**src/rtl/pfpu_wb_pkg.sv**
```systemverilog
// Shared definitions for the PFPU writeback stage: unit codes, slot record, latencies.
package pfpu_wb_pkg;

  localparam int unsigned LAT_FADD = 5;
  localparam int unsigned LAT_FMUL = 6;
  localparam int unsigned LAT_MISC = 1;
  localparam int unsigned MAXLAT   = 6;
  localparam int unsigned REGW     = 7;
  localparam int unsigned SLOTW    = $clog2(MAXLAT + 1);

  typedef enum logic [1:0] {
    UNIT_MISC = 2'd0,
    UNIT_FADD = 2'd1,
    UNIT_FMUL = 2'd2,
    UNIT_NONE = 2'd3
  } unit_t;

  typedef struct packed {
    logic            v;
    unit_t           unit;
    logic [REGW-1:0] dst;
  } slot_t;

  function automatic logic [SLOTW-1:0] lat_of(input unit_t u);
    case (u)
      UNIT_MISC: return SLOTW'(LAT_MISC);
      UNIT_FADD: return SLOTW'(LAT_FADD);
      UNIT_FMUL: return SLOTW'(LAT_FMUL);
      default:   return '0;
    endcase
  endfunction

endpackage

```
**src/rtl/pfpu_wb_if.sv**
```systemverilog
// Issue, unit-result and register-file write bundle of the PFPU writeback stage.
interface pfpu_wb_if;
  import pfpu_wb_pkg::*;

  logic            issue_valid;
  logic [1:0]      issue_unit;
  logic [REGW-1:0] issue_dst;
  logic            issue_ready;
  logic [31:0]     misc_r;
  logic            misc_valid;
  logic [31:0]     fadd_r;
  logic            fadd_valid;
  logic [31:0]     fmul_r;
  logic            fmul_valid;
  logic            regf_we;
  logic [REGW-1:0] regf_waddr;
  logic [31:0]     regf_wdat;
  logic            busy;
  logic            err_missing;
  logic            err_unexpected;
  logic [15:0]     wb_count;

  modport master (
    output issue_valid, issue_unit, issue_dst,
    output misc_r, misc_valid, fadd_r, fadd_valid, fmul_r, fmul_valid,
    input  issue_ready, regf_we, regf_waddr, regf_wdat,
    input  busy, err_missing, err_unexpected, wb_count
  );

  modport slave (
    input  issue_valid, issue_unit, issue_dst,
    input  misc_r, misc_valid, fadd_r, fadd_valid, fmul_r, fmul_valid,
    output issue_ready, regf_we, regf_waddr, regf_wdat,
    output busy, err_missing, err_unexpected, wb_count
  );

endinterface

```
**src/rtl/pfpu_wb_slotline.sv**
```systemverilog
// Latency-indexed slot line: shifts toward slot[0] each cycle and reserves the
// completion cycle of every accepted op so no two results can collide.
module pfpu_wb_slotline
  import pfpu_wb_pkg::*;
(
  input  logic            sys_clk,
  input  logic            alu_rst,
  input  logic            issue_fire,
  input  unit_t           issue_unit,
  input  logic [REGW-1:0] issue_dst,
  output slot_t           head,
  output logic [3:0]      unit_ready,
  output logic            any_valid
);

  slot_t            slot [MAXLAT];
  logic [MAXLAT:0]  ahead;
  logic [SLOTW-1:0] tgt;

  // ahead[MAXLAT] is always clear, so the longest-latency unit is never blocked.
  always_comb begin
    ahead = '0;
    for (int unsigned i = 0; i < MAXLAT; i++) begin
      ahead[i] = slot[i].v;
    end
  end

  // A unit with latency L is blocked when slot[L] is valid: it would shift into slot[L-1].
  always_comb begin
    unit_ready            = '0;
    unit_ready[UNIT_MISC] = ~ahead[lat_of(UNIT_MISC)];
    unit_ready[UNIT_FADD] = ~ahead[lat_of(UNIT_FADD)];
    unit_ready[UNIT_FMUL] = ~ahead[lat_of(UNIT_FMUL)];
    unit_ready[UNIT_NONE] = 1'b1;
  end

  assign tgt       = lat_of(issue_unit) - SLOTW'(1);
  assign head      = slot[0];
  assign any_valid = |ahead;

  always_ff @(posedge sys_clk) begin
    if (alu_rst) begin
      for (int unsigned i = 0; i < MAXLAT; i++) begin
        slot[i] <= '0;
      end
    end else begin
      for (int unsigned i = 0; i < MAXLAT - 1; i++) begin
        slot[i] <= slot[i+1];
      end
      slot[MAXLAT-1] <= '0;
      if (issue_fire) begin
        slot[tgt] <= '{v: 1'b1, unit: issue_unit, dst: issue_dst};
      end
    end
  end

endmodule

```
**src/rtl/pfpu_wb.sv**
```systemverilog
// PFPU writeback stage: selects the completing unit's result per the slot line
// and registers it onto the register-file write port; tracks errors and count.
module pfpu_wb
  import pfpu_wb_pkg::*;
(
  input logic        sys_clk,
  input logic        alu_rst,
  pfpu_wb_if.slave   bus
);

  unit_t           iu;
  slot_t           head;
  logic [3:0]      unit_ready;
  logic            any_valid;
  logic            issue_fire;
  logic            sel_valid;
  logic [31:0]     sel_data;
  logic            missing;
  logic            unexpected;
  logic            regf_we_q;
  logic [REGW-1:0] regf_waddr_q;
  logic [31:0]     regf_wdat_q;
  logic            err_missing_q;
  logic            err_unexpected_q;
  logic [15:0]     wb_count_q;

  assign iu              = unit_t'(bus.issue_unit);
  assign bus.issue_ready = unit_ready[iu];
  assign issue_fire      = bus.issue_valid && unit_ready[iu] && (iu != UNIT_NONE);

  pfpu_wb_slotline u_slotline (
    .sys_clk    (sys_clk),
    .alu_rst    (alu_rst),
    .issue_fire (issue_fire),
    .issue_unit (iu),
    .issue_dst  (bus.issue_dst),
    .head       (head),
    .unit_ready (unit_ready),
    .any_valid  (any_valid)
  );

  always_comb begin
    sel_valid = 1'b0;
    sel_data  = '0;
    case (head.unit)
      UNIT_MISC: begin sel_valid = bus.misc_valid; sel_data = bus.misc_r; end
      UNIT_FADD: begin sel_valid = bus.fadd_valid; sel_data = bus.fadd_r; end
      UNIT_FMUL: begin sel_valid = bus.fmul_valid; sel_data = bus.fmul_r; end
      default:   begin sel_valid = 1'b0;           sel_data = '0;         end
    endcase
    missing    = head.v && !sel_valid;
    unexpected = (bus.misc_valid && !(head.v && head.unit == UNIT_MISC))
               | (bus.fadd_valid && !(head.v && head.unit == UNIT_FADD))
               | (bus.fmul_valid && !(head.v && head.unit == UNIT_FMUL));
  end

  always_ff @(posedge sys_clk) begin
    if (alu_rst) begin
      regf_we_q        <= 1'b0;
      regf_waddr_q     <= '0;
      regf_wdat_q      <= '0;
      err_missing_q    <= 1'b0;
      err_unexpected_q <= 1'b0;
      wb_count_q       <= '0;
    end else begin
      regf_we_q <= head.v;
      if (head.v) begin
        regf_waddr_q <= head.dst;
        regf_wdat_q  <= sel_data;
      end
      if (missing)    err_missing_q    <= 1'b1;
      if (unexpected) err_unexpected_q <= 1'b1;
      wb_count_q <= wb_count_q + 16'(regf_we_q);
    end
  end

  assign bus.regf_we        = regf_we_q;
  assign bus.regf_waddr     = regf_waddr_q;
  assign bus.regf_wdat      = regf_wdat_q;
  assign bus.busy           = any_valid | regf_we_q;
  assign bus.err_missing    = err_missing_q;
  assign bus.err_unexpected = err_unexpected_q;
  assign bus.wb_count       = wb_count_q;

endmodule

```
**src/flat_wrapper.sv**
```systemverilog
// flat-port wrapper written by rule: the top's interface ports become plain ports
module pfpu_wb_flat import pfpu_wb_pkg::*;
  (sys_clk, alu_rst, bus_issue_valid, bus_issue_unit, bus_issue_dst, bus_misc_r, bus_misc_valid, bus_fadd_r, bus_fadd_valid, bus_fmul_r, bus_fmul_valid, bus_issue_ready, bus_regf_we, bus_regf_waddr, bus_regf_wdat, bus_busy, bus_err_missing, bus_err_unexpected, bus_wb_count);
  pfpu_wb_if bus_i ();
  input logic sys_clk;
  input logic alu_rst;
  input wire logic [$bits(bus_i.issue_valid)-1:0] bus_issue_valid;
  input wire logic [$bits(bus_i.issue_unit)-1:0] bus_issue_unit;
  input wire logic [$bits(bus_i.issue_dst)-1:0] bus_issue_dst;
  input wire logic [$bits(bus_i.misc_r)-1:0] bus_misc_r;
  input wire logic [$bits(bus_i.misc_valid)-1:0] bus_misc_valid;
  input wire logic [$bits(bus_i.fadd_r)-1:0] bus_fadd_r;
  input wire logic [$bits(bus_i.fadd_valid)-1:0] bus_fadd_valid;
  input wire logic [$bits(bus_i.fmul_r)-1:0] bus_fmul_r;
  input wire logic [$bits(bus_i.fmul_valid)-1:0] bus_fmul_valid;
  output wire logic [$bits(bus_i.issue_ready)-1:0] bus_issue_ready;
  output wire logic [$bits(bus_i.regf_we)-1:0] bus_regf_we;
  output wire logic [$bits(bus_i.regf_waddr)-1:0] bus_regf_waddr;
  output wire logic [$bits(bus_i.regf_wdat)-1:0] bus_regf_wdat;
  output wire logic [$bits(bus_i.busy)-1:0] bus_busy;
  output wire logic [$bits(bus_i.err_missing)-1:0] bus_err_missing;
  output wire logic [$bits(bus_i.err_unexpected)-1:0] bus_err_unexpected;
  output wire logic [$bits(bus_i.wb_count)-1:0] bus_wb_count;
  assign bus_i.issue_valid = bus_issue_valid;
  assign bus_i.issue_unit = bus_issue_unit;
  assign bus_i.issue_dst = bus_issue_dst;
  assign bus_i.misc_r = bus_misc_r;
  assign bus_i.misc_valid = bus_misc_valid;
  assign bus_i.fadd_r = bus_fadd_r;
  assign bus_i.fadd_valid = bus_fadd_valid;
  assign bus_i.fmul_r = bus_fmul_r;
  assign bus_i.fmul_valid = bus_fmul_valid;
  assign bus_issue_ready = bus_i.issue_ready;
  assign bus_regf_we = bus_i.regf_we;
  assign bus_regf_waddr = bus_i.regf_waddr;
  assign bus_regf_wdat = bus_i.regf_wdat;
  assign bus_busy = bus_i.busy;
  assign bus_err_missing = bus_i.err_missing;
  assign bus_err_unexpected = bus_i.err_unexpected;
  assign bus_wb_count = bus_i.wb_count;
  pfpu_wb u_core (.sys_clk(sys_clk), .alu_rst(alu_rst), .bus(bus_i));
endmodule
```
**config.mk**
```make
export PLATFORM = sky130hd
export DESIGN_NAME = pfpu_wb_flat
export DESIGN_NICKNAME = d
export VERILOG_FILES = /design/src/rtl/pfpu_wb_pkg.sv /design/src/rtl/pfpu_wb_if.sv /design/src/rtl/pfpu_wb_slotline.sv /design/src/rtl/pfpu_wb.sv /design/src/flat_wrapper.sv
export SDC_FILE = /design/constraint.sdc
export NUM_CORES = 1
export LEC_CHECK = 0
export BUFFER_PORTS_ARGS = -buffer_cell sky130_fd_sc_hd__buf_4
export CAP_MARGIN = 20
export CORE_MARGIN = 3
export CORE_UTILIZATION = 30
export DETAILED_ROUTE_END_ITERATION = 12
export GPL_TIMING_DRIVEN = 0
export PLACE_DENSITY_LB_ADDON = 0.12
export SYNTH_ARGS = -nofsm -noshare
export SYNTH_HDL_FRONTEND = slang
export SYNTH_SLANG_ARGS = --single-unit
```
**constraint.sdc**
```tcl
create_clock -name sys_clk -period 3.4 [get_ports sys_clk]
set_input_delay 0.51 -clock sys_clk [delete_from_list [all_inputs] [get_ports sys_clk]]
set_output_delay 0.51 -clock sys_clk [all_outputs]
set_load 0.02 [all_outputs]
```
Word level (Yosys, flattened, before mapping)
Memories as Yosys holds them, arrays and structs flattened. Index checks and enable logic that the tools add are counted.

$add $sub $neg: 2. Bitwise logic cells: 11. Muxes and demuxes: 17. Eq/ne operators: 5. Multipliers: 0. Order comparisons: 1. Shift operators: 0. Reduce and logical (&&, ||, !) cells: 16. Div/mod/pow operators: 0.

Operator list (count): $pmux W32 S3 (1); $mux W10 (6); $add A16 B1 Y16 (1); $logic_and A1 B1 Y1 (9); $or A1 B1 Y1 (9); $pmux W3 S3 (1); $mux W1 (7); $reduce_or A6 Y1 (1); $eq A2 B1 Y1 const B (2); $eq A2 B2 Y1 const B (2); $logic_not A1 Y1 (4); $logic_not A2 Y1 (2); $lt A2 B3 Y1 const B (1); $pmux W1 S3 (1); $sub A3 B1 Y3 const B (1); $bmux W1 S2 (1); $ne A2 B2 Y1 const B (1); $not A1 Y1 (2).

ROM bits: 0. Bits in latches: 0. Register bits after elaboration: 58. Output and inout port bits: 60. Memory bits (writable): 60. Memories: 1. Bits of input ports: 111.

Memories: u_core.u_slotline.slot (words 6, width 10, rd ports 6, clocked after Yosys merged registers in 0, write ports 7, line pfpu_wb_slotline.sv:16) `slot_t slot [MAXLAT];`.

Longest topological paths before layout
An unclocked memory read counts as a cell.

Depth in word-level cells: 9. Gate-level depth with buffers: 6. Gate-level depth less buffers: 5.

Hierarchy
Synthesis repeated with hierarchy kept, for this count alone.

Cell total of the unflattened synthesis: 497. Area total of the unflattened synthesis: 4730.8 µm².

Modules (own cells, without submodules): pfpu_wb (seq. area each 1161.1 µm², area each 2845.2 µm², cells an instance 335, instances 1); pfpu_wb_slotline (seq. area each 1201.2 µm², area each 1885.6 µm², cells an instance 162, instances 1).

Worst setup path before layout
No wires, ideal clock.

Path type: flip-flop to flip-flop. Start point: register u_core.regf_we_q, in the netlist u_core.bus.regf_we. End point: register u_core.wb_count_q[12], in the netlist u_core.bus.wb_count[12]. Arrival: 1.697 ns. Stages on the path, launching flop included: 6. Data required time: 3.279 ns. Slack: 1.582 ns. Buffers on the path: 0. Path through: dfxtp_1 ha_1 ha_1 clkinv_1 nor4_1 mux2_2.

Longest elaborated chain between the ends: 1.

RTL lines: from (decl) (line pfpu_wb.sv:20) `logic regf_we_q;`; from (signal assigned) (line pfpu_wb.sv:66) `regf_we_q <= head.v;`; $add A16 B1 Y16 (line pfpu_wb.sv:73) `wb_count_q <= wb_count_q + 16'(regf_we_q);`; to (signal assigned) (line pfpu_wb.sv:73); to (decl) (line pfpu_wb.sv:25) `logic [15:0] wb_count_q;`.

No other way between the ends. A chain may end at the register's enable or synchronous reset.

==> impl_metrics.tcl <==
set metrics [dict create \
    final-max-slew-violation-count 0 \
    post_cts_buffers 0 \
    syn_inst 488 \
    vias 4093 \
    ys.flop_type "dfxtp_1" \
    fmax_mhz 417.8 \
    yosysSeqAreaShare_pct 49.15 \
    power.leakage_nw 2.867 \
    synth_area_mm2 0.004806 \
    start_util_pct 31.15 \
    ys_warn_count 0 \
    final_min_period_over_clock_period_pct 70.40 \
    hold_viol 0 \
    yosysUniqueCellTypes 41 \
    diodes 0 \
    gp_congestion 0.7906 \
    p_seq_share_pct 40.0 \
    post_dp_cell_area_mm2 0.006346 \
    clkTransAtPathRegs_ns 0.05 \
    final_nets 790 \
    fin_skew_ns 0.01014 \
    cts_resized 0 \
    placed_cells 869 \
    p_int_mw 2.798 \
    row_count 45 \
    ir_worst_vdd_mv 0.3381 \
    clk_latency_ns 0.42 \
    drv_cap 0 \
    start_kind "register" \
    reg2reg_slack_ns 1.45 \
    clock_tree.buffer_depth 2 \
    min_path_type "in2reg" \
    status "finished clean" \
    grt_use_total_pct 15.74 \
    async_flop_share_pct 0 \
    arrival_ns 1.88 \
    drc 0 \
    tightest_slew_ns 0.5653 \
    period_needed_ns 2.393 \
    ctsHoldBuffers 0 \
    clock-sinks 118 \
    end_kind "output port" \
    dpl.hpwl_um 10340 \
    worstHoldStart "bus_issue_unit[0]" \
    ios 171 \
    setup_violations 0 \
    ys_seq_elements 118 \
    rr_worst_depth 5 \
    firstDrtPassIters 5 \
    die_h_um 132.6 \
    grt_pass1_wl_um 21980 \
    p_clk_share_pct 52.1 \
    grt_pass1_vias 4154 \
    required_ns 2.89 \
    crit_start "u_core.u_slotline.slot[0][9]" \
    drtIter0Drc 147 \
    area_growth_pct 45.12 \
    hold_ws_ns 0.3184 \
    drive_gt1_share_pct 34.06 \
    r2r-start "u_core.bus.regf_we" \
    routed_wl_um 13650 \
    ant_nets 0 \
    swShare_pct 21.67 \
    slew_headroom_pct 62.32 \
    power_density_mw_per_mm2 512.2 \
    synth_area_per_cell_um2 9.848 \
    fin_area_mm2 0.006974 \
    grt_max_degree 17 \
    worstSetupPathType "reg2out" \
    cp-endpoint "bus_busy" \
    die_w_um 132.6 \
    synth_edf_count 0 \
    final_cells 901 \
    comb_power_share_pct 7.9 \
    wire_per_inst_um 15.14 \
    rsz0062_at_grt "false" \
    r2r-end "u_core.bus.wb_count[14]" \
    core_mm2 0.01543 \
    overflow 0 \
    root_buffer "clkbuf_16" \
    cts_buffers 17 \
    cts_tree "done" \
    synth_nets 601 \
    worst-path-max-fanout 10 \
    viasPerCell 4.543 \
    io_buffers 170 \
    dieArea_mm2 0.01757 \
    grt_antenna_before_repair 0 \
    tns_ns 0 \
    htreeDepth 4 \
    switchingPower_mw 0.7741 \
]
metal layers:
layer	GRT usage, %	part of all wire, %
met1	18.86	44
met2	26.09	47
met5	0	0
met4	5.139	1.5
met3	5.932	7.5
worst min path at each step:
stage,cells after the start,to,slack (ns)
2_1_floorplan,2,u_core.u_slotline.slot[4][7],0.41
3_3_place_gp,1,u_core.u_slotline.slot[2][4],0.42
3_5_place_dp,1,u_core.u_slotline.slot[1][7],0.42
4_1_cts,2,u_core.u_slotline.slot[5][8],0.29
5_1_grt,2,u_core.u_slotline.slot[5][8],0.29
6_report,2,u_core.u_slotline.slot[5][8],0.32
logic make-up (layout without fill, tap and decap cells):
kind of cell	Yosys count	count (layout)	synth area share (%)
XOR/XNOR	3	3	0.5468
AND/OR/NAND/NOR	210	210	23.35
adder cells (fa/ha/maj)	2	2	0.5206
flip-flops	118	118	49.15
other	1	1	0.07803
buffers and inverters	41	243	3.801
multiplexers	60	60	14.08
AO/OA/AOI/OAI	53	53	8.461
power groups by stage:
stage	clock network, mW	logic [mW]	registers [mW]
3_5_place_dp	0	0.287	1.46
3_3_place_gp	0	0.283	1.46
5_1_grt	1.98	0.310	1.43
6_report	1.86	0.283	1.43
4_1_cts	1.91	0.288	1.43
2_1_floorplan	0	0.0987	1.48
registers in the layout, summed over array words and instances, names as in the netlist:
signal,count
u_core.bus.err_unexpected,1
u_core.u_slotline.slot,60
u_core.bus.err_missing,1
u_core.bus.regf_wdat,32
u_core.bus.wb_count,16
u_core.bus.regf_we,1
u_core.bus.regf_waddr,7
worst max-delay path, cell delays in order (launching register included):
cell	delay (ns)
dfxtp_1	0.35
clkbuf_1	0.36
buf_2	0.43
nor3_1	0.11
nand2_1	0.08
buf_4	0.14
cells in the final DEF (no fill, tap or decap), types with 2 or more instances in the layout:
| cell type | n |
|---|---|
| clkinv_2 | 2 |
| ha_1 | 2 |
| or2_1 | 30 |
| or3_1 | 3 |
| nor3b_1 | 2 |
| mux2_2 | 5 |
| buf_4 | 174 |
| nand2_1 | 36 |
| o21ai_1 | 3 |
| and2_1 | 7 |
| or2_2 | 3 |
| nand3_1 | 6 |
| nor4_1 | 6 |
| nor2_1 | 47 |
| clkbuf_1 | 23 |
| clkbuf_16 | 17 |
| a21oi_1 | 7 |
| clkinvlp_4 | 4 |
| xor2_1 | 2 |
| dfxtp_1 | 118 |
| inv_1 | 6 |
| or3b_1 | 3 |
| mux2i_1 | 41 |
| or4_1 | 4 |
| nor2b_1 | 53 |
| a311oi_1 | 32 |
| o31ai_1 | 4 |
| o21ai_0 | 3 |
| buf_2 | 5 |
| clkbuf_8 | 4 |
| nand4_1 | 4 |
| and3_1 | 3 |
| bufinv_16 | 3 |
| mux2_4 | 14 |
| clkinv_4 | 2 |
cell type report:
cell class	instances	area (um2)
Multi-Input combinational cell	329	2261
Buffer	34	156.4
Inverter	7	26.28
Sequential cell	118	2362
Clock inverter	11	147.6
Tap cell	211	264.0
Clock buffer	21	480.5
Fill cell	1514	8453
Timing Repair Buffer	170	1276
stage by stage:
stage	utilization [%]	power (mW)	setup slack, ns
after CTS	45.21	3.625	0.9329
final	45.21	3.572	1.007
after floorplan	-	1.575	1.582
after global placement	41.14	1.739	1.132
after global routing	45.21	3.720	0.8153
after detailed placement	41.14	1.744	1.135
cells in the mapped netlist (all sizes together), types with 2 or more instances:
cell,instances,share of area [%]
xor2,2,0.36
or3b,3,0.55
inv,6,0.47
nor2,47,3.7
nor2b,53,6.9
or3,3,0.39
o21ai,6,0.62
nor3b,2,0.31
and2,7,0.91
dfxtp,118,49
ha,2,0.52
a311oi,32,5.8
nand2,36,2.8
or2,33,4.3
clkbuf,23,1.8
nor4,6,0.78
nand4,4,0.52
nand3,6,0.62
or4,4,0.62
and3,3,0.39
mux2,19,5.5
a21oi,7,0.73
o31ai,4,0.62
mux2i,41,8.5
buf,11,1.5
No activity file was read; power rests on OpenSTA's default activity.
